### config.mk
export PLATFORM = sky130hd
export DESIGN_NAME = scope_scan_seq
export DESIGN_NICKNAME = d
export VERILOG_FILES = /design/src/rtl/scope_scan_seq.sv
export SDC_FILE = /design/constraint.sdc
export NUM_CORES = 1
export LEC_CHECK = 0
export CORE_AREA = 4 4 102 56
export CTS_CLUSTER_DIAMETER = 200
export DETAILED_ROUTE_END_ITERATION = 12
export DIE_AREA = 0 0 106 60
export PLACE_DENSITY = 0.82
export SYNTH_ARGS = -nofsm -noshare
export SYNTH_HDL_FRONTEND = slang
export SYNTH_SLANG_ARGS = --single-unit
### constraint.sdc
create_clock -name sysclk -period 5.4 [get_ports sysclk]
set_input_delay 0.81 -clock sysclk [delete_from_list [all_inputs] [get_ports sysclk]]
set_output_delay 0.81 -clock sysclk [all_outputs]
set_load 0.02 [all_outputs]
### src/rtl/scope_scan_seq.sv
// Oscilloscope XY scan sequencer: one point per clk_scan rising edge, in the order
// ball, left paddle, right paddle. Game coordinates are captured once per frame.
module scope_scan_seq #(
    parameter int DW       = 8,
    parameter int PAD_PTS  = 16,
    parameter int PAD_STEP = 2,
    parameter int LEFT_X   = 8,
    parameter int RIGHT_X  = 247
) (
    input  logic          sysclk,
    input  logic          rst,
    input  logic          clk_scan,
    input  logic          enable,
    input  logic [DW-1:0] ball_x,
    input  logic [DW-1:0] ball_y,
    input  logic [DW-1:0] pad_l_y,
    input  logic [DW-1:0] pad_r_y,
    output logic [DW-1:0] dac_x,
    output logic [DW-1:0] dac_y,
    output logic          point_valid,
    output logic          frame_start
);

    localparam logic [1:0] ST_BALL = 2'd0;
    localparam logic [1:0] ST_LPAD = 2'd1;
    localparam logic [1:0] ST_RPAD = 2'd2;
    localparam int         SW      = DW + 7;

    // Paddle point Y, saturated so a paddle near the top never wraps to the bottom.
    function automatic logic [DW-1:0] pad_point(input logic [DW-1:0] base,
                                                input logic [5:0]    idx);
        logic [SW-1:0] sum;
        sum = SW'(base) + SW'(idx) * SW'(PAD_STEP);
        if (|sum[SW-1:DW]) return '1;
        return sum[DW-1:0];
    endfunction

    logic          s1_q, s1_d;
    logic          s2_q, s2_d;
    logic          s3_q, s3_d;
    logic [1:0]    state_q, state_d;
    logic [5:0]    idx_q, idx_d;
    logic [DW-1:0] sl_y_q, sl_y_d;
    logic [DW-1:0] sr_y_q, sr_y_d;
    logic [DW-1:0] dac_x_q, dac_x_d;
    logic [DW-1:0] dac_y_q, dac_y_d;
    logic          point_valid_q, point_valid_d;
    logic          frame_start_q, frame_start_d;

    logic tick;
    logic accept;
    logic idx_last;

    assign tick     = s2_q & ~s3_q;
    assign accept   = tick & enable;
    assign idx_last = (idx_q == 6'(PAD_PTS - 1));

    always_comb begin
        // NOTE: every _d starts from a default so no path through this block infers a latch.
        s1_d          = clk_scan;
        s2_d          = s1_q;
        s3_d          = s2_q;
        state_d       = state_q;
        idx_d         = idx_q;
        sl_y_d        = sl_y_q;
        sr_y_d        = sr_y_q;
        dac_x_d       = dac_x_q;
        dac_y_d       = dac_y_q;
        point_valid_d = 1'b0;
        frame_start_d = 1'b0;

        if (accept) begin
            point_valid_d = 1'b1;
            case (state_q)
                ST_BALL: begin
                    // Ball point leaves in the capture cycle, so only paddle Y needs a shadow.
                    sl_y_d        = pad_l_y;
                    sr_y_d        = pad_r_y;
                    dac_x_d       = ball_x;
                    dac_y_d       = ball_y;
                    frame_start_d = 1'b1;
                    idx_d         = '0;
                    state_d       = ST_LPAD;
                end
                ST_LPAD: begin
                    dac_x_d = DW'(LEFT_X);
                    dac_y_d = pad_point(sl_y_q, idx_q);
                    if (idx_last) begin
                        idx_d   = '0;
                        state_d = ST_RPAD;
                    end else begin
                        idx_d = idx_q + 6'd1;
                    end
                end
                ST_RPAD: begin
                    dac_x_d = DW'(RIGHT_X);
                    dac_y_d = pad_point(sr_y_q, idx_q);
                    if (idx_last) begin
                        idx_d   = '0;
                        state_d = ST_BALL;
                    end else begin
                        idx_d = idx_q + 6'd1;
                    end
                end
                default: begin
                    point_valid_d = 1'b0;
                    idx_d         = '0;
                    state_d       = ST_BALL;
                end
            endcase
        end
    end

    // NOTE: sequential state uses non-blocking assignments so all flops update together.
    always_ff @(posedge sysclk or posedge rst) begin
        if (rst) begin
            s1_q          <= 1'b0;
            s2_q          <= 1'b0;
            s3_q          <= 1'b0;
            state_q       <= ST_BALL;
            idx_q         <= '0;
            sl_y_q        <= '0;
            sr_y_q        <= '0;
            dac_x_q       <= '0;
            dac_y_q       <= '0;
            point_valid_q <= 1'b0;
            frame_start_q <= 1'b0;
        end else begin
            s1_q          <= s1_d;
            s2_q          <= s2_d;
            s3_q          <= s3_d;
            state_q       <= state_d;
            idx_q         <= idx_d;
            sl_y_q        <= sl_y_d;
            sr_y_q        <= sr_y_d;
            dac_x_q       <= dac_x_d;
            dac_y_q       <= dac_y_d;
            point_valid_q <= point_valid_d;
            frame_start_q <= frame_start_d;
        end
    end

    assign dac_x       = dac_x_q;
    assign dac_y       = dac_y_q;
    assign point_valid = point_valid_q;
    assign frame_start = frame_start_q;

endmodule

==> impl_metrics.ini <==
[die]
die_width_um = 106
floorplan.core_area_um2 = 4770
placementRows = 18
chipHeight_um = 60
start_util_pct = 53.1
io-pin-count = 54
design.die.area_um2 = 6360

[timing]
final_min_period_over_clock_period_pct = 48.3
totalNegativeSetupSlack_ns = 0
tightestPinTransition_ns = 0.917
finalWorstPathRequiredPeriod_ns = 2.61
finalSetupViolations = 0
report.final.hold_viol_count = 0
rsz0062_at_grt = false
worst_setup_margin_ns = 2.79
maxSlewViolCount = 0
final.setup_skew_ns = 0.00972
fmax_ghz = 0.383
worst_slew_margin_rel_pct = 38.8

[job]
max_cap_violations = 0

[clocking]
clock_path_buffers = 2
clkTransAtPathRegs_ns = 0.09
tritoncts = built
clock_sink_count = 45
postCtsSetupBuffers = 0
ctsRootBufferMaster = clkbuf_8
numCtsBuffers = 5
cts-resized-gates = 0
clock_latency_ns = 0.31
hold_buffers = 0
cts-htree-levels = 2

[pwr]
power.total_mw = 2.03
ir_worst_vdd_uv = 283
power_density_nw_per_um2 = 629
seqPwrFrac_pct = 30.5
static-leakage-power_nw = 1.42
net-switching-power_uw = 900
comb_power_share_pct = 56.1
internal_power_consumption_mw = 1.13
power.switching_fraction_pct = 44.3
power.share.clock_pct = 13.4

[setup_path]
timing.critical_path.from_type = primary input
worst_path_max_delay_cell = or2_2
cp_data_arrival_time_ns = 2.84
critical-path-top-cell-by-count = o21ai_0
data_required_critical_path_ns = 5.63
cell_chain_critical_path = clkdlybuf4s50_1 > nand3b_1 > or2_2 > inv_1 > o21ai_0 > o21ai_0
worstSetupEndpointType = flip-flop
category_of_cells_accounting_for_the_largest_share_of_critical_path_delay = simple AND/OR/NAND/NOR gates
critical_path_class = in2reg
path_max_fanout = 24
max_stage_delay_ns = 0.57
cp_bufs_invs = 2

[status]
status = completed

[detailed_routing]
vias = 2131
vias_per_cell = 5.65
postRouteAntennaNets = 0
detail_route.wl_per_cell_um = 16.4
drc = 0
drt_pass1_iterations = 4
routed_wirelength_um = 6190
drtIter0Drc = 107

[placement]
post-place-ws_ns = 2.48
gp_congestion = 0.899
io_buffer_count = 53
hpwlAfterDp_um = 4760

[global_route]
grt_use_total_pct = 21.1
grt_start_max_net_pins = 46
antenna_found_initial = 0
grt_first_pass_wirelength_um = 10200
grt-ovfl-total = 0
first_global_vias = 2005

[synth]
synth-edff-count = 0
asyncSetResetFlopFracSynth_pct = 100
post-synth-top-area-fraction_pct = 44.4
yosys_most_used_dff = dfrtp_1
synth_top_area_cell = dfrtp_1
syn_nets = 313
synth.top_cells.by_area = dfrtp_1 44%, ha_1 8.9%, mux2_2 6.7%
seq_area_frac_synth_pct = 44.4
ys.warnings.count = 0
mappedNetlistArea_um2 = 2530
synthDistinctLibCells = 43
netlist_instances = 257
synthMostInstantiatedCell = dfrtp_1
postSynthRegisterBits = 45
ys_top_cells_by_count = 45 x dfrtp_1, 25 x o21ai_0, 22 x nand2_1, 20 x a21oi_1, 18 x ha_1
syn-mean-instance-area_um2 = 9.86

[worst_hold_path]
min_path_type = reg2reg

[final_layout]
fin_nets = 362
syn2layout_area_growth_pct = 27.4
diodes = 0
drive_gt1_share_pct = 9.45
cell type report:
type / instances / area (um2)
flip-flops and latches: 45 / 1130
well taps: 70 / 87.6
clock inverters: 2 / 37.5
fillers: 411 / 1550
clock buffers: 6 / 82.6
multi-input cells: 190 / 1320
repair buffers: 53 / 531
inverters: 11 / 41.3
stage by stage:
stage	instance area (um2)	util [%]	hold slack [ns]	cells
6_report	3230	67.6	0.359	377
5_1_grt	3230	67.6	0.382	377
4_1_cts	3230	67.6	0.362	377
3_5_place_dp	3110	65.1	0.339	369
3_3_place_gp	3110	65.1	0.334	369
2_1_floorplan	2530	-	0.331	257
power by group through the flow:
stage / combinational, mW / clock (mW) / sequential (mW)
floorplan: 0.747 / 0 / 0.645
global placement: 1.09 / 0 / 0.618
detailed placement: 1.12 / 0 / 0.623
CTS: 1.13 / 0.279 / 0.617
global route: 1.27 / 0.293 / 0.638
finish: 1.14 / 0.273 / 0.619
cell families after synthesis:
family | after synthesis | synth area share (%)
AOI/OAI and AO/OA | 85 | 21.3
and+or+nand+nor | 64 | 11.6
DFF | 45 | 44.4
buffers and inverters | 22 | 3.36
adders and majority gates | 20 | 10.5
muxes | 17 | 7.45
xor gates and xnor gates | 4 | 1.38
state kept, by name (all words and copies together) (netlist names), 2 cells and up:
name and count:
dac_x 8, dac_y 8, sl_y_q 8, sr_y_q 8
idx_q 6, state_q 2
worst reg2reg max path, cell delays in order (launching register included):
cell	delay, ns
dfrtp_1	0.49
ha_1	0.29
fa_1	0.42
a21oi_1	0.24
nor2_1	0.10
o311a_1	0.29
o32a_1	0.34
cells in the final DEF (no fill, tap or decap), types with 3 or more instances in the layout:
| cell type | synthesis | layout |
|---|---|---|
| and2_1 | 3 | 3 |
| nor3_1 | 5 | 5 |
| o21ai_0 | 25 | 25 |
| nor2_1 | 12 | 12 |
| ha_1 | 18 | 18 |
| clkdlybuf4s50_1 | 0 | 53 |
| o22ai_1 | 5 | 5 |
| and3_1 | 3 | 3 |
| xor2_1 | 3 | 3 |
| nand3_1 | 13 | 13 |
| dfrtp_1 | 45 | 45 |
| a21o_1 | 9 | 9 |
| inv_1 | 9 | 8 |
| a21oi_1 | 20 | 20 |
| mux2_2 | 15 | 15 |
| nand2_1 | 22 | 22 |
| clkbuf_8 | 0 | 6 |
| o211ai_1 | 3 | 3 |
| a31oi_1 | 3 | 3 |
| a221oi_1 | 4 | 4 |
per-layer routing:
| layer | routed length [um] | up-vias | share of wire [%] | track usage, % |
|---|---|---|---|---|
| met3 | 501 | 9 | 8.1 | 5.07 |
| li1 | - | 1035 | - | - |
| met2 | 2550 | 78 | 41 | 29.9 |
| met5 | 0 | - | 0 | 0 |
| met4 | 75 | 0 | 1.2 | 5.72 |
| met1 | 3070 | 1009 | 50 | 32.1 |
final timing paths:
kind | from | slack (ns) | cells after the start | endpoint
setup / recovery | enable | 2.79 | 6 | dac_y[6]$_DFFE_PP0P_
hold / removal | s1_q$_DFF_PP0_ | 0.36 | 0 | s2_q$_DFF_PP0_
setup reg to reg | idx_q[0]$_DFFE_PP0P_ | 3.14 | 6 | dac_y[7]$_DFFE_PP0P_
hold reg to reg | s1_q$_DFF_PP0_ | 0.36 | 0 | s2_q$_DFF_PP0_
max in group asynchronous | rst | 3.81 | 2 | sl_y_q[5]$_DFFE_PP0P_
min in group asynchronous | rst | 1.02 | 2 | sr_y_q[2]$_DFFE_PP0P_
Power figures use the tool's default switching activity.
